$ cat src/rtl/muldiv_pkg.sv
// Shared types and constants for the HI/LO multiply/divide sequencer.
package muldiv_pkg;

  // Sequencer states; IDLE is encoded as zero so a cleared register means idle.
  typedef enum logic [2:0] {
    S_IDLE   = 3'd0,
    S_LAUNCH = 3'd1,
    S_WAIT   = 3'd2,
    S_WRITE  = 3'd3,
    S_DONE   = 3'd4,
    S_EXC    = 3'd5
  } muldiv_state_t;

  // Operation select carried on `op`.
  localparam logic OP_MULT = 1'b0;
  localparam logic OP_DIV  = 1'b1;

  // HI/LO input mux select values.
  localparam logic HILO_SRC_MULT = 1'b0;
  localparam logic HILO_SRC_DIV  = 1'b1;

  // Watchdog counter width; TIMEOUT_CYCLES is limited to 255 so it never wraps.
  localparam int CNT_W = 8;

endpackage

$ cat src/rtl/muldiv_ctrl.sv
// Sequencer for the shared HI/LO resource: launches the multiplier or divider,
// waits for its completion under a watchdog, then commits into HI/LO.
//
// Control-unit handshake: `start` is a request strobe that is only sampled in
// IDLE or DONE (it is dropped, not queued, in every other state). Each accepted
// request is answered by exactly one of: a one-cycle `done` pulse (with
// `timeout` qualifying it when the watchdog fired), or a one-cycle `div_zero`
// pulse. Unit handshake: a one-cycle `*_start` pulse launches the unit; only
// the selected unit's `*_done` is looked at, and only while waiting.
module muldiv_ctrl
  import muldiv_pkg::*;
#(
  parameter int TIMEOUT_CYCLES = 40
) (
  input  logic          clk,
  input  logic          reset,
  input  logic          start,
  input  logic          op,
  input  logic [31:0]   divisor,
  input  logic          mult_done,
  input  logic          div_done,
  output logic          mult_start,
  output logic          div_start,
  output logic          hi_w,
  output logic          lo_w,
  output logic          hilo_src,
  output logic          busy,
  output logic          done,
  output logic          timeout,
  output logic          div_zero,
  output muldiv_state_t dbg_state
);

  localparam logic [CNT_W-1:0] LP_CNT_LAST = CNT_W'(TIMEOUT_CYCLES - 1);
  localparam logic [CNT_W-1:0] LP_CNT_ONE  = CNT_W'(1);

  muldiv_state_t    r_state;
  muldiv_state_t    w_next;
  logic             r_op_q;
  logic [CNT_W-1:0] r_cnt;
  logic             r_timeout;

  logic w_div_by_zero;
  logic w_sel_done;
  logic w_cnt_last;

  // A divide request with a zero divisor is trapped before any unit is started.
  assign w_div_by_zero = (op == OP_DIV) && (divisor == 32'd0);
  // Only the launched unit's completion matters; the other one is ignored.
  assign w_sel_done    = (r_op_q == OP_DIV) ? div_done : mult_done;
  assign w_cnt_last    = (r_cnt == LP_CNT_LAST);

  // State register.
  always_ff @(posedge clk) begin
    if (reset) begin
      r_state <= S_IDLE;
    end else begin
      r_state <= w_next;
    end
  end

  // Next-state decode.
  always_comb begin
    w_next = r_state;
    case (r_state)
      S_IDLE, S_DONE: begin
        if (start) begin
          w_next = w_div_by_zero ? S_EXC : S_LAUNCH;
        end else begin
          w_next = S_IDLE;
        end
      end
      S_LAUNCH: w_next = S_WAIT;
      S_WAIT: begin
        if (w_sel_done) begin
          w_next = S_WRITE;
        end else if (w_cnt_last) begin
          w_next = S_DONE;
        end
      end
      S_WRITE: w_next = S_DONE;
      S_EXC:   w_next = S_IDLE;
      default: w_next = S_IDLE;
    endcase
  end

  // Operation latch, watchdog counter and timeout flag.
  always_ff @(posedge clk) begin
    if (reset) begin
      r_op_q    <= OP_MULT;
      r_cnt     <= '0;
      r_timeout <= 1'b0;
    end else begin
      case (r_state)
        S_IDLE, S_DONE: begin
          // DONE lasts one cycle, so the flag is gone once it is left.
          r_timeout <= 1'b0;
          if (start && !w_div_by_zero) begin
            r_op_q <= op;
          end
        end
        S_LAUNCH: begin
          r_cnt <= '0;
        end
        S_WAIT: begin
          if (!w_sel_done) begin
            if (w_cnt_last) begin
              r_timeout <= 1'b1;
            end else begin
              r_cnt <= r_cnt + LP_CNT_ONE;
            end
          end
        end
        default: begin
        end
      endcase
    end
  end

  // Moore output decode from state and registers only.
  always_comb begin
    mult_start = 1'b0;
    div_start  = 1'b0;
    hi_w       = 1'b0;
    lo_w       = 1'b0;
    busy       = 1'b0;
    done       = 1'b0;
    timeout    = 1'b0;
    div_zero   = 1'b0;
    hilo_src   = (r_op_q == OP_DIV) ? HILO_SRC_DIV : HILO_SRC_MULT;
    dbg_state  = r_state;
    case (r_state)
      S_LAUNCH: begin
        busy       = 1'b1;
        mult_start = (r_op_q == OP_MULT);
        div_start  = (r_op_q == OP_DIV);
      end
      S_WAIT: begin
        busy = 1'b1;
      end
      S_WRITE: begin
        busy = 1'b1;
        hi_w = 1'b1;
        lo_w = 1'b1;
      end
      S_DONE: begin
        done    = 1'b1;
        timeout = r_timeout;
      end
      S_EXC: begin
        div_zero = 1'b1;
      end
      default: begin
      end
    endcase
  end

endmodule

$ cat config.mk
export PLATFORM = sky130hd
export DESIGN_NAME = muldiv_ctrl
export DESIGN_NICKNAME = d
export VERILOG_FILES = /design/src/rtl/muldiv_pkg.sv /design/src/rtl/muldiv_ctrl.sv
export SDC_FILE = /design/constraint.sdc
export NUM_CORES = 1
export LEC_CHECK = 0
export CORE_MARGIN = 3
export CORE_UTILIZATION = 32
export CTS_CLUSTER_DIAMETER = 200
export CTS_CLUSTER_SIZE = 8
export DETAILED_ROUTE_END_ITERATION = 16
export GPL_ROUTABILITY_DRIVEN = 0
export HOLD_SLACK_MARGIN = 0.02
export PLACE_DENSITY = 0.81
export SYNTH_ARGS = -nofsm -noshare
export SYNTH_HDL_FRONTEND = slang
export SYNTH_SLANG_ARGS = --single-unit
$ cat constraint.sdc
create_clock -name clk -period 1.8 [get_ports clk]
set_input_delay 0.36 -clock clk [delete_from_list [all_inputs] [get_ports clk]]
set_output_delay 0.36 -clock clk [all_outputs]
set_load 0.1 [all_outputs]
==> impl_results.md, run 1 <==
* Vias in the first global route at around 940
* Seq/Total Area, Yosys at 0.3235
* Crit. End Element: flip-flop
* # clock sinks at 13
* Drt via density at just over 5
* Worst-Margin Slew at roughly 0.32 ns
* CP startpoint: dbg_state[0]
* Setup WS pre-CTS at -0.2238 ns
* Peak supply drop at approximately 400 uV
* I/O Pins at 50
* Switching share of total power at 0.3748
* H-tree Lvls at 1
* Buf/Inv on CP at 1
* DPL Wire Length at ~2200 um
* Post-CTS Hold Buffers at 0
* Worst min path class: flip-flop to flip-flop
* Setup violations, final at 1
* Internal power at 602.4 uW
* TritonCTS clock tree: built
* P per Cell Area at approximately 600 mW/mm^2
* CP cell instances: buf_4 > nor3b_4 > nand2_2 > o21ba_4 > or4_1 > a21oi_1
* Status: finished with violations
* Layout cells sized above 1 at 0.3185
* Die Span Y at 56.14 um
* Antenna diode count at 0
* Hold Startpoint: r_cnt[1]
* Max frequency at 550.1 MHz
* Crit share post-route at 1.010
* DRT iter0 DRCs at 15
* Rel. slew slack at 0.7877
* Cell Area, Placed at 0.001524 mm^2
* Final ANT Viol Nets at 0
* Worst-path clk slew at approximately 0.080 ns
* Max-Cap Viols at 0
* Total track usage at 0.1805
* Type of the worst setup path: flip-flop to flip-flop
* Cell Area, Synth at around 800 um^2
* Initial antenna violation count at 0
* Final wirelength at 2819 um
* Die W at about 56 um
* Average size of a mapped cell at 8.209 um^2
* Initial Util at 0.3502
* Kind of cell adding the most delay to the critical path: simple AND/OR/NAND/NOR gates
* Drt drc at 0
* Reg-to-Reg Start: dbg_state[0]
* Async SR Flop Fraction at 0
* Worst Setup Start Kind: flip-flop
* Synth Instances at just under 100
* Warning count from the yosys run at 0
* Final Instance Area at ~0.0016 mm^2
* Total core area at 0.002297 mm^2
* Worst Path Max Fanout at 9
* Slowest cell delay on critical path at approximately 0.43 ns
* Post-synth EDFFs at 0
* Max-slew violations at 0
* Number of synthesized register bits at 13
* # rows at 17
* Critical path's slowest cell: or4_1
* WP data required at 2.00 ns
* Post-synth net total at 137
* Failing checks: setup timing
* Root cell of the clock tree: clkbuf_4
* P_leak at around 0.57 nW
* Setup ws final at -0.01775 ns
* Clock Tree Buf Depth at 2
* Final Non-Filler Cells at between 150 and 200
* Clock Latency Late Sink at 0.28 ns
* Total power at ~960 uW
* Largest net degree at the start of global routing at 13
* Drt pass-1 iters at 4
* Avg WL per Cell at about 15 um
* Nets at between 150 and 200
* Netlist cell types at 39
* IO buf count at around 50
* GR Overflow Total at 0
* Hold WS at 0.4843 ns
* Final Hold Vio Count at 0
* NetSw at roughly 360 uW
* Reg power frac at 0.338
* Total CTS buffers at 3
* Fill cells at 183
* Critical path data arrival time at about 2 ns
* Placed cells at approximately 180
* Period minus WS final at around 1.8 ns
* Die Area at ~0.0032 mm^2
* Layout area overhead at 99.22%
* Synth Flop Type: dfxtp_1
* Combinational power share at 0.472
* Clock network power share at 0.190
* Setup Skew at approximately 0.0012 ns
* First-pass GRT wire length at between 4000 and 5000 um
* DR vias at ~960
[power by group through the flow]
stage / Clock (mW) / Combinational (mW) / Sequential [mW]
CTS: 0.183 / 0.428 / 0.328
finish: 0.183 / 0.455 / 0.325
global placement: 0 / 0.418 / 0.332
detailed placement: 0 / 0.426 / 0.334
floorplan: 0 / 0.185 / 0.380
global route: 0.199 / 0.475 / 0.327
[timing repair]
item / in CTS / in global routing
setup endpoints to repair: 0 / 6
setup buffers: 0 / 4
endpoints found under the hold margin: 0 / 0
resized for setup: 0 / 6
[cells by family after synthesis]
group,after synthesis,share of synthesized area
compound gates,17,0.1446
xor+xnor,3,0.03267
fa+ha+maj,1,0.01555
buf+inv,6,0.03267
flops,13,0.3235
mux,2,0.04043
simple gates,56,0.4106
[path summary, 6_finish.rpt]
kind / end / slack (ns) / cells after the start
worst min register to register: r_cnt[1] / 0.48 / 2
worst max-delay path: r_cnt[5] / -0.02 / 6
worst min-delay path: r_cnt[1] / 0.48 / 2
worst max register to register: r_cnt[5] / -0.02 / 6
[area by class of cell]
type	count	area, um^2	share of cell area
sequential	13	275.3	0.1717
tap	28	35.03	0.02186
multi-input combinational	79	576.8	0.3599
timing repair buffer	58	678.2	0.4231
clock buffer	4	26.28	0.01639
inverter	3	11.26	0.007026
[worst register-to-register path, delay by kind of cell, from the launching register on]
family,cells,cell delay (ns)
compound gates,2,0.42
buf+inv,1,0.15
simple gates,3,0.81
flops,1,0.37
[registers in the layout (all words and copies together), names as in the netlist]
register   flops
r_cnt          8
dbg_state      3
r_op_q         1
r_timeout      1
[layer usage]
| metal | vias to the layer above | track usage | wire length, um |
|---|---|---|---|
| met3 | 4 | 0.04408 | 100 |
| met2 | 20 | 0.3189 | 1535 |
| met1 | 457 | 0.2114 | 1155 |
| met5 | - | 0 | 0 |
| li1 | 478 | - | - |
| met4 | 0 | 0.05763 | 27 |
[cell usage in the layout, fill, tap and decap left out, types with 2 or more instances in the layout]
| cell | Yosys | routed |
|---|---|---|
| a21oi_1 | 7 | 7 |
| and2_2 | 1 | 4 |
| buf_12 | 0 | 12 |
| buf_4 | 1 | 9 |
| clkbuf_4 | 0 | 3 |
| clkdlybuf4s50_1 | 0 | 37 |
| dfxtp_1 | 13 | 9 |
| dfxtp_4 | 0 | 4 |
| inv_1 | 3 | 3 |
| nand2_1 | 5 | 4 |
| nand2_2 | 1 | 2 |
| nand3_1 | 3 | 3 |
| nor2_1 | 13 | 10 |
| nor2_4 | 0 | 2 |
| nor3_1 | 6 | 6 |
| nor3b_4 | 1 | 2 |
| nor4_1 | 7 | 6 |
| o21ai_0 | 2 | 2 |
| o31ai_1 | 2 | 2 |
| or2_2 | 2 | 2 |
| or3_1 | 2 | 2 |
| xnor2_1 | 2 | 2 |
[metrics by stage]
step,TNS (ns),utilization
after floorplan,-0.05295,-
after global placement,-0.3206,0.6634
after detailed placement,-0.6866,0.6634
after CTS,0,0.6748
after global routing,-0.07682,0.6977
final,-0.01775,0.6977
[synthesized netlist by cell type, types with 2 or more instances]
master	count	area share
or2_2	2	0.016
or3_1	2	0.016
o31ai_1	2	0.019
nor3_1	6	0.037
nand3_1	3	0.019
xnor2_1	2	0.022
nand2_1	5	0.023
and2_1	4	0.031
dfxtp_1	13	0.32
inv_1	3	0.014
o21ai_0	2	0.012
nor4_1	7	0.054
clkbuf_1	2	0.0093
a2111oi_0	2	0.022
a21oi_1	7	0.044
nor2_1	13	0.061
(Power assumes the default switching activity.)
==> run 2, diff against run 1 <==
--- a/config.mk
+++ b/config.mk
@@ -5,6 +5,7 @@
 export SDC_FILE = /design/constraint.sdc
 export NUM_CORES = 1
 export LEC_CHECK = 0
+export CORE_ASPECT_RATIO = 1.5
 export CORE_MARGIN = 3
 export CORE_UTILIZATION = 32
 export CTS_CLUSTER_DIAMETER = 200
==> run 2 against run 1 <==
  * The flow now finishes without violations
  * Sequential power about the same
  * Sequential share of layout area rose by 0.27 points
  * Cell count fell by 4.3%
  * Die area rose by 0.40%
  * Core utilization fell by 1.5 points
  * Critical path depth is 3 lower
  * First-iteration DRC count down 20%
==> impl_results.md, run 2 (synthesis gave the netlist of run 1 again) <==
* Cell Area, Placed at 0.001510 mm^2 (was 0.001524 mm^2)
* R2R cell count at 4 (was 6)
* Crit share post-route at 0.9696 (was 1.010)
* Max-slew violations at 0 (unchanged)
* Vias in the first global route at 1020 (was 936)
* Max-Cap Viols at 0 (unchanged)
* I/O Pins at 50 (unchanged)
* Critical path data arrival time at 1.39 ns (was 2.02 ns)
* Final wirelength at 2542 um (was 2819 um)
* Placed cells at 171 (was 177)
* Buf/Inv on CP at 1 (unchanged)
* CP startpoint: dbg_state[2] (was dbg_state[0])
* Worst Setup Start Kind: flip-flop (unchanged)
* H-tree Lvls at 1 (unchanged)
* Initial Util at 0.3479 (was 0.3502)
* Period minus WS final at 1.745 ns (was 1.818 ns)
* Status: completed (was finished with violations)
* P_leak at 0.5548 nW (was 0.5706 nW)
* Clock Latency Late Sink at 0.29 ns (was 0.28 ns)
* Max FFs per register at 8 (unchanged)
* Worst R2R End: dbg_state[2] (was r_cnt[5])
* # clock sinks at 13 (unchanged)
* Total track usage at 0.1906 (was 0.1805)
* Drt via density at 5.452 (was 5.184)
* # rows at 21 (was 17)
* Most flops, register: r_cnt (unchanged)
* Commonest cells after routing, fill and taps aside: 37 x clkdlybuf4s50_1, 12 x buf_12, 10 x nor2_1 (unchanged)
* Fin util at 0.6824 (was 0.6977)
* DRT iter0 DRCs at 12 (was 15)
* Final Hold Vio Count at 0 (unchanged)
* R2R setup slack at 0.09 ns (was -0.02 ns)
* Final Non-Filler Cells at 177 (was 185)
* WP data required at 1.44 ns (was 2.00 ns)
* Critical path depth at 3 (was 6)
* Antenna diode count at 0 (unchanged)
* Setup violations, final at 0 (was 1)
* Final Instance Area at 0.001578 mm^2 (was 0.001603 mm^2)
* Drt pass-1 iters at 2 (was 4)
* Die Span Y at 67.41 um (was 56.14 um)
* P per Cell Area at 611.1 mW/mm^2 (was 601.2 mW/mm^2)
* Layout cells sized above 1 at 0.3052 (was 0.3185)
* Setup Skew at 0.003540 ns (was 0.001187 ns)
* Initial antenna violation count at 0 (unchanged)
* Peak supply drop at 509.6 uV (was 403.6 uV)
* Worst-Margin Slew at 0.3416 ns (was 0.3156 ns)
* Largest net degree at the start of global routing at 13 (unchanged)
* CP endpoint: mult_start (was r_cnt[5])
* Rel. slew slack at 0.7664 (was 0.7877)
* Max frequency at 573.0 MHz (was 550.1 MHz)
* First-pass GRT wire length at 4305 um (was 4485 um)
* Die W at 46.94 um (was 56.14 um)
* Avg WL per Cell at 14.36 um (was 15.24 um)
* GR Overflow Total at 0 (unchanged)
* Drt drc at 0 (unchanged)
* Crit. End Element: output port (was flip-flop)
* Post-CTS Hold Buffers at 0 (unchanged)
* CP cell instances: nor3b_4 > nor2b_4 > buf_12 (was buf_4 > nor3b_4 > nand2_2 > o21ba_4 > or4_1 > a21oi_1)
* Commonest non-fill, non-tap cell in the layout: clkdlybuf4s50_1 (unchanged)
* Final ANT Viol Nets at 0 (unchanged)
* Worst-path clk slew at 0.09 ns (was 0.08 ns)
* Type of the worst setup path: flip-flop to output port (was flip-flop to flip-flop)
* Root cell of the clock tree: clkbuf_4 (unchanged)
* Layout area overhead at 96.11% (was 99.22%)
* IO buf count at 49 (unchanged)
* Die Area at 0.003164 mm^2 (was 0.003152 mm^2)
* Total power at 964.1 uW (was 963.5 uW)
* Critical path's slowest cell: dfxtp_4 (was or4_1)
* Clock Tree Buf Depth at 2 (unchanged)
* TritonCTS clock tree: built (unchanged)
* Total core area at 0.002312 mm^2 (was 0.002297 mm^2)
* Reg-to-Reg Start: r_cnt[4] (was dbg_state[0])
* Nets at 194 (was 197)
* DR vias at 965 (was 959)
* Kind of cell adding the most delay to the critical path: simple AND/OR/NAND/NOR gates (unchanged)
* DPL Wire Length at 2208 um (was 2204 um)
* Worst min path class: flip-flop to flip-flop (unchanged)
* Worst Path Max Fanout at 12 (was 9)
* Total CTS buffers at 3 (unchanged)
* Slowest cell delay on critical path at 0.42 ns (was 0.43 ns)
==> run 2: changes by cell type in the layout (fill, tap and decap cells not counted), sizes merged <==
| cell | change |
|---|---|
| buf | -3 |
==> run 2: area by class of cell <==
| type | instances | area (um^2) |
|---|---|---|
| clock buffer | 4 | 26.28 |
| timing repair buffer | 55 | 655.6 |
| sequential | 13 | 275.3 |
| tap | 23 | 28.78 |
| fill | 180 | 734.5 |
| multi-input combinational | 79 | 580.6 |
| inverter | 3 | 11.26 |
==> run 2: worst min path at each step <==
stage / slack, ns / from / end / cells past startpoint
3_3_place_gp: 0.46 / r_cnt[1] / r_cnt[1] / 2
4_1_cts: 0.47 / r_cnt[1] / r_cnt[1] / 2
2_1_floorplan: 0.42 / reset / r_op_q / 1
5_1_grt: 0.51 / r_cnt[1] / r_cnt[1] / 2
3_5_place_dp: 0.46 / r_cnt[1] / r_cnt[1] / 2
6_report: 0.48 / r_cnt[1] / r_cnt[1] / 2
==> run 2: power by group <==
part	total, mW	switching, mW	internal [mW]
registers	0.326	0.0281	0.298
clock network	0.196	0.110	0.0864
logic	0.443	0.232	0.211
total	0.964	0.369	0.595
==> run 2: worst min-delay path: stages, from the launching register on <==
cell,delay [ns]
dfxtp_1,0.33
nand2_1,0.06
a21oi_1,0.05
==> run 2: metrics by stage <==
step / setup slack [ns] / hold slack (ns) / TNS (ns)
floorplan: -0.04192 / 0.4227 / -0.05295
global placement: -0.1231 / 0.4567 / -0.3214
detailed placement: -0.2180 / 0.4621 / -0.7195
CTS: 0.02480 / 0.4735 / 0
global route: -0.003730 / 0.5078 / -0.003730
finish: 0.05470 / 0.4802 / 0
==> run 2: layer usage <==
layer	wire length [um]	global-route usage	vias up
li1	-	-	473
met1	854	0.1859	439
met2	1407	0.3469	46
met5	0	0	-
met4	76	0.09343	0
met3	203	0.05333	7
==> run 2: timing repair <==
action	CTS	global route
resized for setup	0	6
setup buffers	0	2
setup endpoints to repair	0	5
endpoints found under the hold margin	0	0
==> run 3, diff against run 2 <==
--- a/config.mk
+++ b/config.mk
@@ -12,6 +12,7 @@
 export CTS_CLUSTER_SIZE = 8
 export DETAILED_ROUTE_END_ITERATION = 16
 export GPL_ROUTABILITY_DRIVEN = 0
+export GPL_TIMING_DRIVEN = 0
 export HOLD_SLACK_MARGIN = 0.02
 export PLACE_DENSITY = 0.81
 export SYNTH_ARGS = -nofsm -noshare
==> run 3 against run 2 <==
  * Sequential cell count stayed put
  * Clock-buffer cell count stayed put
  * Maximum frequency is 4.5% lower
  * Critical path type unchanged
  * Largest power group unchanged
  * Cell count is 4.5% higher
  * Critical endpoint unchanged
  * Sequential share of layout area hardly changed
  * Non-clock buffer count is 7 higher
  * Register-to-register slack worse by 0.02 ns
  * The flow now finishes with violations (setup timing)
  * Total power is 4.7% lower
==> impl_results.md, run 3 (synthesis gave the netlist of run 1 again) <==
* Final wirelength at 2664 um (was 2542 um)
* TritonCTS clock tree: built (unchanged)
* Worst Path Max Fanout at 8 (was 12)
* Die Area at 0.003164 mm^2 (unchanged)
* NetSw at 351.9 uW (was 369.2 uW)
* Cell Area, Placed at 0.001398 mm^2 (was 0.001510 mm^2)
* Switching share of total power at 0.3831 (was 0.3830)
* Commonest cells after routing, fill and taps aside: 33 x clkdlybuf4s50_1, 12 x buf_4, 10 x nor2_1 (was 37 x clkdlybuf4s50_1, 12 x buf_12, 10 x nor2_1)
* Hold EP: r_cnt[5] (was r_cnt[1])
* Final Hold Vio Count at 0 (unchanged)
* WP data required at 1.44 ns (about the same)
* Worst min path class: flip-flop to flip-flop (unchanged)
* Peak supply drop at 388.6 uV (was 509.6 uV)
* Max-Cap Viols at 0 (unchanged)
* Status: finished with violations (was completed)
* Avg WL per Cell at 14.40 um (was 14.36 um)
* Reg-to-Reg Start: dbg_state[2] (was r_cnt[4])
* Area of the multi-input gates at 621.8 um^2 (was 580.6 um^2)
* Clock Tree Buf Depth at 2 (unchanged)
* DRT iter0 DRCs at 15 (was 12)
* Placed cells at 170 (was 171)
* Hold Startpoint: r_cnt[5] (was r_cnt[1])
* Crit. End Element: output port (unchanged)
* Clock Latency Late Sink at 0.28 ns (was 0.29 ns)
* Type of the worst setup path: flip-flop to output port (unchanged)
* P_leak at 0.6079 nW (was 0.5548 nW)
* Total power at 918.7 uW (was 964.1 uW)
* Most flops, register: r_cnt (unchanged)
* Setup Skew at 0.002011 ns (was 0.003540 ns)
* Layout cells sized above 1 at 0.3827 (was 0.3052)
* Worst-Margin Slew at 0.5517 ns (was 0.3416 ns)
* Final ANT Viol Nets at 0 (unchanged)
* R2R setup slack at 0.07 ns (was 0.09 ns)
* Period minus WS final at 1.828 ns (was 1.745 ns)
* GR Overflow Total at 0 (unchanged)
* DPL Wire Length at 1954 um (was 2208 um)
* Antenna diode count at 0 (unchanged)
* Combinational power share at 0.455 (was 0.459)
* Vias in the first global route at 990 (was 1020)
* Largest net degree at the start of global routing at 11 (was 13)
* Root cell of the clock tree: clkbuf_4 (unchanged)
* P per Cell Area at 573.2 mW/mm^2 (was 611.1 mW/mm^2)
* IO buf count at 49 (unchanged)
* Drt pass-1 iters at 4 (was 2)
* Final Instance Area at 0.001603 mm^2 (was 0.001578 mm^2)
* Max FFs per register at 8 (unchanged)
* # rows at 21 (unchanged)
* Layout area overhead at 99.22% (was 96.11%)
* Setup violations, final at 1 (was 0)
* Total CTS buffers at 3 (unchanged)
* Fin util at 0.6932 (was 0.6824)
* Clock network power share at 0.198 (was 0.203)
* Die W at 46.94 um (unchanged)
* Setup ws final at -0.02771 ns (was 0.05470 ns)
* Rel. slew slack at 0.6339 (was 0.7664)
* Hold WS at 0.4889 ns (was 0.4802 ns)
* Crit share post-route at 1.015 (was 0.9696)
* I/O Pins at 50 (unchanged)
* DR vias at 1029 (was 965)
* Max-slew violations at 0 (unchanged)
* # clock sinks at 13 (unchanged)
* Die Span Y at 67.41 um (unchanged)
* Worst-path clk slew at 0.08 ns (was 0.09 ns)
* Total core area at 0.002312 mm^2 (unchanged)
* Critical path data arrival time at 1.47 ns (was 1.39 ns)
* Fill cells at 184 (was 180)
* Nets at 202 (was 194)
* Final Non-Filler Cells at 185 (was 177)
* Initial antenna violation count at 0 (unchanged)
* Max frequency at 547.1 MHz (was 573.0 MHz)
* Register area at 279.0 um^2 (was 275.3 um^2)
* Reg power frac at 0.347 (was 0.338)
* Drt via density at 5.562 (was 5.452)
* Initial Util at 0.3479 (unchanged)
* Commonest non-fill, non-tap cell in the layout: clkdlybuf4s50_1 (unchanged)
* Drt drc at 0 (unchanged)
* RSZ-0062 raised after global routing: true
* Total track usage at 0.1802 (was 0.1906)
* Worst Setup Start Kind: flip-flop (unchanged)
* R2R cell count at 6 (was 4)
* Internal power at 566.8 uW (was 594.9 uW)
* Cell count of the worst hold path at 2 (unchanged)
* Failing checks: setup timing
* H-tree Lvls at 1 (unchanged)
* First-pass GRT wire length at 4105 um (was 4305 um)
* Worst R2R End: r_cnt[5] (was dbg_state[2])
-- run 3: worst max-delay path, cell delays in order (launching register included) --
cell and delay (ns):
dfxtp_4 0.36, clkbuf_16 0.16, nor3b_4 0.26, nor2b_4 0.23
buf_12 0.18
-- run 3: timing repair --
action	CTS	global route
gates resized for setup	68	19
setup buffers	2	8
gates cloned	0	1
setup endpoints to repair	13	10
pin swaps	2	11
hold buffers	0	0
-- run 3: how the worst max path moves through the flow --
stage	start	end	slack, ns
2_1_floorplan	dbg_state[1]	lo_w	-0.04
3_3_place_gp	dbg_state[2]	mult_start	-0.67
3_5_place_dp	dbg_state[2]	mult_start	-0.67
4_1_cts	dbg_state[2]	mult_start	-0.01
5_1_grt	dbg_state[2]	mult_start	-0.07
6_report	dbg_state[2]	mult_start	-0.03
-- run 3: area by class of cell --
type,instances,area share
multi-input combinational,80,0.3880
buffer,3,0.03044
clock buffer,4,0.01639
sequential,13,0.1741
inverter,3,0.007026
timing repair buffer,59,0.3661
tap,23,0.01795
-- run 3: power by group through the flow --
stage	sequential [mW]	combinational (mW)	clock (mW)
after global placement	0.324	0.376	0
after detailed placement	0.324	0.381	0
final	0.319	0.418	0.182
after floorplan	0.380	0.185	0
after global routing	0.321	0.440	0.196
after CTS	0.317	0.394	0.186
-- run 3: through the flow --
stage                     TNS [ns]  setup slack, ns
final                     -0.02771         -0.02771
after global routing       -0.1670         -0.07065
after CTS                 -0.01428         -0.01428
after detailed placement    -5.071          -0.6682
after global placement      -4.849          -0.6680
after floorplan           -0.05295         -0.04192
-- run 3: metal layers --
layer | track usage | up-vias | routed length, um | part of all wire
met3 | 0.05333 | 4 | 226 | 0.085
met5 | 0 | - | 0 | 0
met4 | 0.07266 | 0 | 26 | 0.0098
met2 | 0.3299 | 54 | 1501 | 0.56
li1 | - | 489 | - | -
met1 | 0.1795 | 482 | 910 | 0.34
==> edit 1: new RTL, config.mk and constraints of run 2 <==
The package constant `CNT_W` goes from 8 to 6.
--- a/src/rtl/muldiv_pkg.sv
+++ b/src/rtl/muldiv_pkg.sv
@@ -22,3 +22,3 @@
   // Watchdog counter width; TIMEOUT_CYCLES is limited to 255 so it never wraps.
-  localparam int CNT_W = 8;
+  localparam int CNT_W = 6;
 
Formal check against the unedited RTL: same outputs for any inputs over 10 cycles, from zero or initial values and one cycle with reset high; that may be too few to reach the edited logic, so the function may still have changed.
==> edit 1 against run 2 <==
Synthesized cell count down 6.1%. Sequential cell count down 2. Routed wire length down 12%. Sequential share of layout area down 2.2 points. Synthesized area down 4.4%. Design area down 3.0%. Utilization down 0.52 points. Register-to-register slack better by 0.18 ns. Total power down 0.39%. Setup slack better by 0.054 ns. Critical path type unchanged. Largest power group unchanged.
==> edit 1: results (changes against run 2) <==
Final layout
  – Max reg flops: 6 (-2)
  – Nets: 187 (-3.6%)
  – Layout overhead on the synthesized area: 98.9%
  – Layout cells sized above 1: 0.279 (-0.0263)

Pwr
  – Leakage power: 0.557 nW (+0.31%)
  – Internal power contribution: 571 µW (-4.0%)
  – IR Drop Worst-Case VDD: 0.444 mV (-13%)

Place
  – Half-perimeter wire length of the detailed placement result: 1960 µm (-11%)
  – Post-placement cell area: 1490 µm² (-1.2%)
  – Setup Slack @ Placement: -0.0698 ns (+0.148 ns)

Synth
  – Synthesized-area fraction occupied by ao, oa, aoi and oai cells: 0.172 (+0.0277)
  – XOR/XNOR share of the synthesized area: 0 (-0.0327)
  – Fraction of synthesized area in multiplexers: 0.0797 (+0.0392)
  – Net count after synthesis: 131 (-4.4%)
  – Post-synth cell types: 36 (-7.7%)
  – Top cells by area in the synthesized netlist: sky130_fd_sc_hd__dfxtp_1 29%, sky130_fd_sc_hd__mux2i_1 6.5%, sky130_fd_sc_hd__a21oi_1 5.2%
  – Adder-cell share of the synthesized area: 0.0163 (+0.000708)
  – Top cell types by occurrence after synthesis: 11 x sky130_fd_sc_hd__dfxtp_1, 8 x sky130_fd_sc_hd__a21oi_1, 8 x sky130_fd_sc_hd__nand2_1
  – Seq/Total Area, Yosys: 0.286 (-0.0373)

Timing
  – Relative max-transition margin: 0.765 (-0.00125)

Routing
  – First-pass detailed-route iteration total: 4 (+2)
  – Total routed wirelength: 2240 µm (-12%)
  – Violation count after the first detailed-route iteration: 19 (+7)
  – Total vias in the final route: 943 (-2.3%)

Clocking
  – Clock transition at the registers of the reported paths: 0.07 ns (-0.02 ns)
  – Later-pin clock latency in the skew report: 0.27 ns (-0.02 ns)

Global route
  – Largest net degree at the start of global routing: 11 (-2)
  – Number of global-route vias before repair: 954 (-6.5%)
  – Global-route wire length before repair: 3730 µm (-13%)

Run status
  – Result of the run: completed

Setup path
  – Worst-path fanout max: 9 (-3)
  – Signal arrival time at the worst endpoint: 1.33 ns (-0.06 ns)
  – Crit path largest cell delay: 0.39 ns (-0.03 ns)
-- edit 1: cells by family (layout without fill, tap and decap cells) --
group | Yosys count | after routing
AND/OR/NAND/NOR | 51 | 51
AO/OA/AOI/OAI | 19 | 19
flip-flops | 11 | 11
multiplexers | 6 | 6
buffers and inverters | 4 | 59
adder cells (fa/ha/maj) | 1 | 1
-- edit 1: worst min-delay path, delay by kind of cell, from the launching register on --
kind	cells	cell delay, ns
flops	1	0.32
simple gates	1	0.05
mux	1	0.06
-- edit 1: final cells by class --
| class | count | share of cell area |
|---|---|---|
| Multi-Input combinational cell | 77 | 0.386 |
| Clock buffer | 4 | 0.0172 |
| Inverter | 2 | 0.00736 |
| Timing Repair Buffer | 53 | 0.419 |
| Sequential cell | 11 | 0.152 |
| Tap cell | 23 | 0.0188 |
-- edit 1: path summary, 6_finish.rpt --
path	start	end	slack, ns	cells past startpoint
worst max-delay path	dbg_state[1]	mult_start	0.11	4
worst min-delay path	r_cnt[5]	r_cnt[5]	0.48	2
worst max register to register	r_cnt[0]	r_cnt[2]	0.27	5
worst min register to register	r_cnt[5]	r_cnt[5]	0.48	2
-- edit 1: per-layer routing --
| metal | share of wire | routed length (µm) | track usage |
|---|---|---|---|
| met1 | 0.35 | 783 | 0.167 |
| met2 | 0.54 | 1200 | 0.295 |
| met3 | 0.091 | 204 | 0.0381 |
| met4 | 0.024 | 53 | 0.103 |
| met5 | 0 | 0 | 0 |
-- edit 1: timing repair --
action                     in CTS  in global routing
hold endpoints to repair        0                  0
gates resized for setup         0                  3
setup endpoints to repair       0                  2
-- edit 1: power groups by stage --
stage	Sequential (mW)	Combinational [mW]	Clock, mW
floorplan	0.364	0.200	0
global placement	0.300	0.483	0
detailed placement	0.302	0.488	0
CTS	0.296	0.489	0.178
global route	0.301	0.516	0.188
finish	0.297	0.491	0.172
==> edit 2: new RTL, config.mk and constraints of run 2 <==
Made on the original files. Register the output `dbg_state`; this adds one clock of latency there. The other outputs are not delayed to match.
--- a/src/rtl/muldiv_ctrl.sv
+++ b/src/rtl/muldiv_ctrl.sv
@@ -35,2 +35,4 @@
   localparam logic [CNT_W-1:0] LP_CNT_ONE  = CNT_W'(1);
+
+  muldiv_state_t dbg_state_d;
 
@@ -130,3 +132,3 @@
     hilo_src   = (r_op_q == OP_DIV) ? HILO_SRC_DIV : HILO_SRC_MULT;
-    dbg_state  = r_state;
+    dbg_state_d = r_state;
     case (r_state)
@@ -157,2 +159,6 @@
 
+  always_ff @(posedge clk) begin
+    dbg_state <= dbg_state_d;
+  end
+
 endmodule
Behaviour: not the same (Yosys sat finds a counterexample within 4 cycles, from zero or initial values and one cycle with reset high).
==> edit 2 against run 2 <==
Worst hold slack worse by 0.049 ns. Setup slack worse by 0.0090 ns. Critical path depth is 3 higher. Routed wire length increased by 14%. Die area is 5.9% higher. Total power grew 15%. Design area is 8.2% higher. Sequential cell count increased by 3. Synthesized area increased by 6.7%. Critical endpoint is now r_cnt[5]. Largest cell class unchanged.
==> edit 2: results (changes against run 2) <==
Pwr
  – Switching power of the nets: 386 µW (+4.6%)
  – Leakage power: 0.601 nW (+8.4%)
  – IR Drop Worst-Case VDD: 0.439 mV (-14%)

Clocking
  – H-tree depth: 1 (unchanged)
  – Clk root buf: sky130_fd_sc_hd__clkbuf_4
  – Clock transition at the registers of the reported paths: approximately 0.10 ns
  – Maximum clock path buffer count: 2 (unchanged)

Setup path
  – Worst-path fanout max: 10 (-2)
  – Signal arrival time at the worst endpoint: 1.98 ns (+0.59 ns)
  – Crit path largest cell delay: 0.53 ns (+0.11 ns)
  – Standard cell with the maximum stage delay on the critical path: sky130_fd_sc_hd__or4_1

Place
  – Setup Slack @ Placement: -0.304 ns (-0.0861 ns)
  – Cells after DPL: 194 (+13%)
  – Post-placement cell area: 1590 µm² (+5.0%)
  – Half-perimeter wire length of the detailed placement result: 2350 µm (+6.6%)

Timing
  – Slew at the pin closest to its max-slew limit: 0.326 ns (-0.0160 ns)
  – Largest clock skew in the final design: 0.00699 ns (+0.00345 ns)

Final layout
  – Max reg flops: 8 (unchanged)
  – Nets: 205 (+5.7%)
  – Most flops, register: r_cnt
  – Count of filler cells inserted in the layout: 190 (+5.6%)
  – Ant. Diodes: 0 (unchanged)
  – Layout cells sized above 1: 0.309 (+0.00390)
  – Share of the core filled with cells: 0.681 (-0.00104)

Synth
  – Synthesized area per cell: 8.41 µm² (+2.5%)
  – Post-synth cell types: 35 (-10%)
  – Ys async rst share: 0 (unchanged)
  – Seq/Total Area, Yosys: 0.373 (+0.0497)
  – Top cell types by occurrence after synthesis: 16 x sky130_fd_sc_hd__dfxtp_1, 11 x sky130_fd_sc_hd__nor2_1, 9 x sky130_fd_sc_hd__a21oi_1
  – Net count after synthesis: 141 (+2.9%)
  – Count of warnings emitted by yosys: 0 (unchanged)
  – Top cells by area in the synthesized netlist: sky130_fd_sc_hd__dfxtp_1 37%, sky130_fd_sc_hd__a21oi_1 5.2%, sky130_fd_sc_hd__nor2_1 4.8%

Run status
  – Result of the run: completed

Global route
  – Global routing usage summed across all routing layers: 0.194 (+0.00369)
  – Number of global-route vias before repair: 1134 (+11%)
  – Global-route wire length before repair: 4810 µm (+12%)
  – GR Util met1: 0.193 (+0.00678)
  – Met3 usage: 0.0701 (+0.0168)
  – Met2 capacity usage during global routing: 0.337 (-0.00973)
  – Largest net degree at the start of global routing: 11 (-2)

Routing
  – Highest routing layer actually used: met4
  – Mean routed wirelength per cell: 14.4 µm (+0.15%)
  – Total routed wirelength: 2890 µm (+14%)
  – Violation count after the first detailed-route iteration: 24 (+12)
  – Met1 Wirelength: 971 µm (+14%)
  – First-pass detailed-route iteration total: 4 (+2)
  – Met2 wire length: 1660 µm (+18%)
  – Met3 layer wire length in the routed design: 220 µm (+8.4%)
  – Total vias in the final route: 1041 (+7.9%)
## edit 2: changes by cell type after synthesis, sizes merged, moves of 2 or more
| cell | delta |
|---|---|
| nand2b | +2 |
| clkbuf | -2 |
| dfxtp | +3 |
| buf | +2 |
| o21ai | +2 |
| or4 | +2 |
| nor3 | -2 |
| a21oi | +2 |
| nand3 | +2 |
| xnor2 | -2 |
## edit 2: cell families (layout without fill, tap and decap cells)
kind of cell / count (synthesis) / in the layout / share of synthesized area
and+or+nand+nor: 56 / 56 / 0.372
AOI/OAI and AO/OA: 22 / 22 / 0.159
DFF: 16 / 16 / 0.373
buffers and inverters: 5 / 68 / 0.0437
muxes: 2 / 2 / 0.0379
adders and majority gates: 1 / 1 / 0.0146
## edit 2: area by class of cell
type,count,area share
flip-flops and latches,16,0.193
well taps,36,0.0264
multi-input cells,81,0.338
clock buffers,4,0.0213
repair buffers,62,0.417
inverters,2,0.00440
## edit 2: worst paths after layout
| check | from | end | slack (ns) | cells past startpoint |
|---|---|---|---|---|
| max reg2reg | r_cnt[0] | r_cnt[5] | 0.10 | 6 |
| min | dbg_state_d[0] | dbg_state[0] | 0.43 | 0 |
| min reg2reg | dbg_state_d[0] | dbg_state[0] | 0.43 | 0 |
| max | mult_done | r_cnt[5] | 0.05 | 6 |
## edit 2: power by group through the flow
stage | combinational (mW) | sequential, mW | clock (mW)
finish | 0.474 | 0.391 | 0.240
global route | 0.499 | 0.394 | 0.257
CTS | 0.461 | 0.393 | 0.244
detailed placement | 0.438 | 0.398 | 0
global placement | 0.432 | 0.397 | 0
floorplan | 0.175 | 0.450 | 0
## edit 2: what timing repair did
action                     in CTS  in global routing
hold buffers                    0                  0
setup endpoints to repair       7                 12
gates resized for setup         9                  8
setup buffers                   2                  2
pin swaps                       2                  2
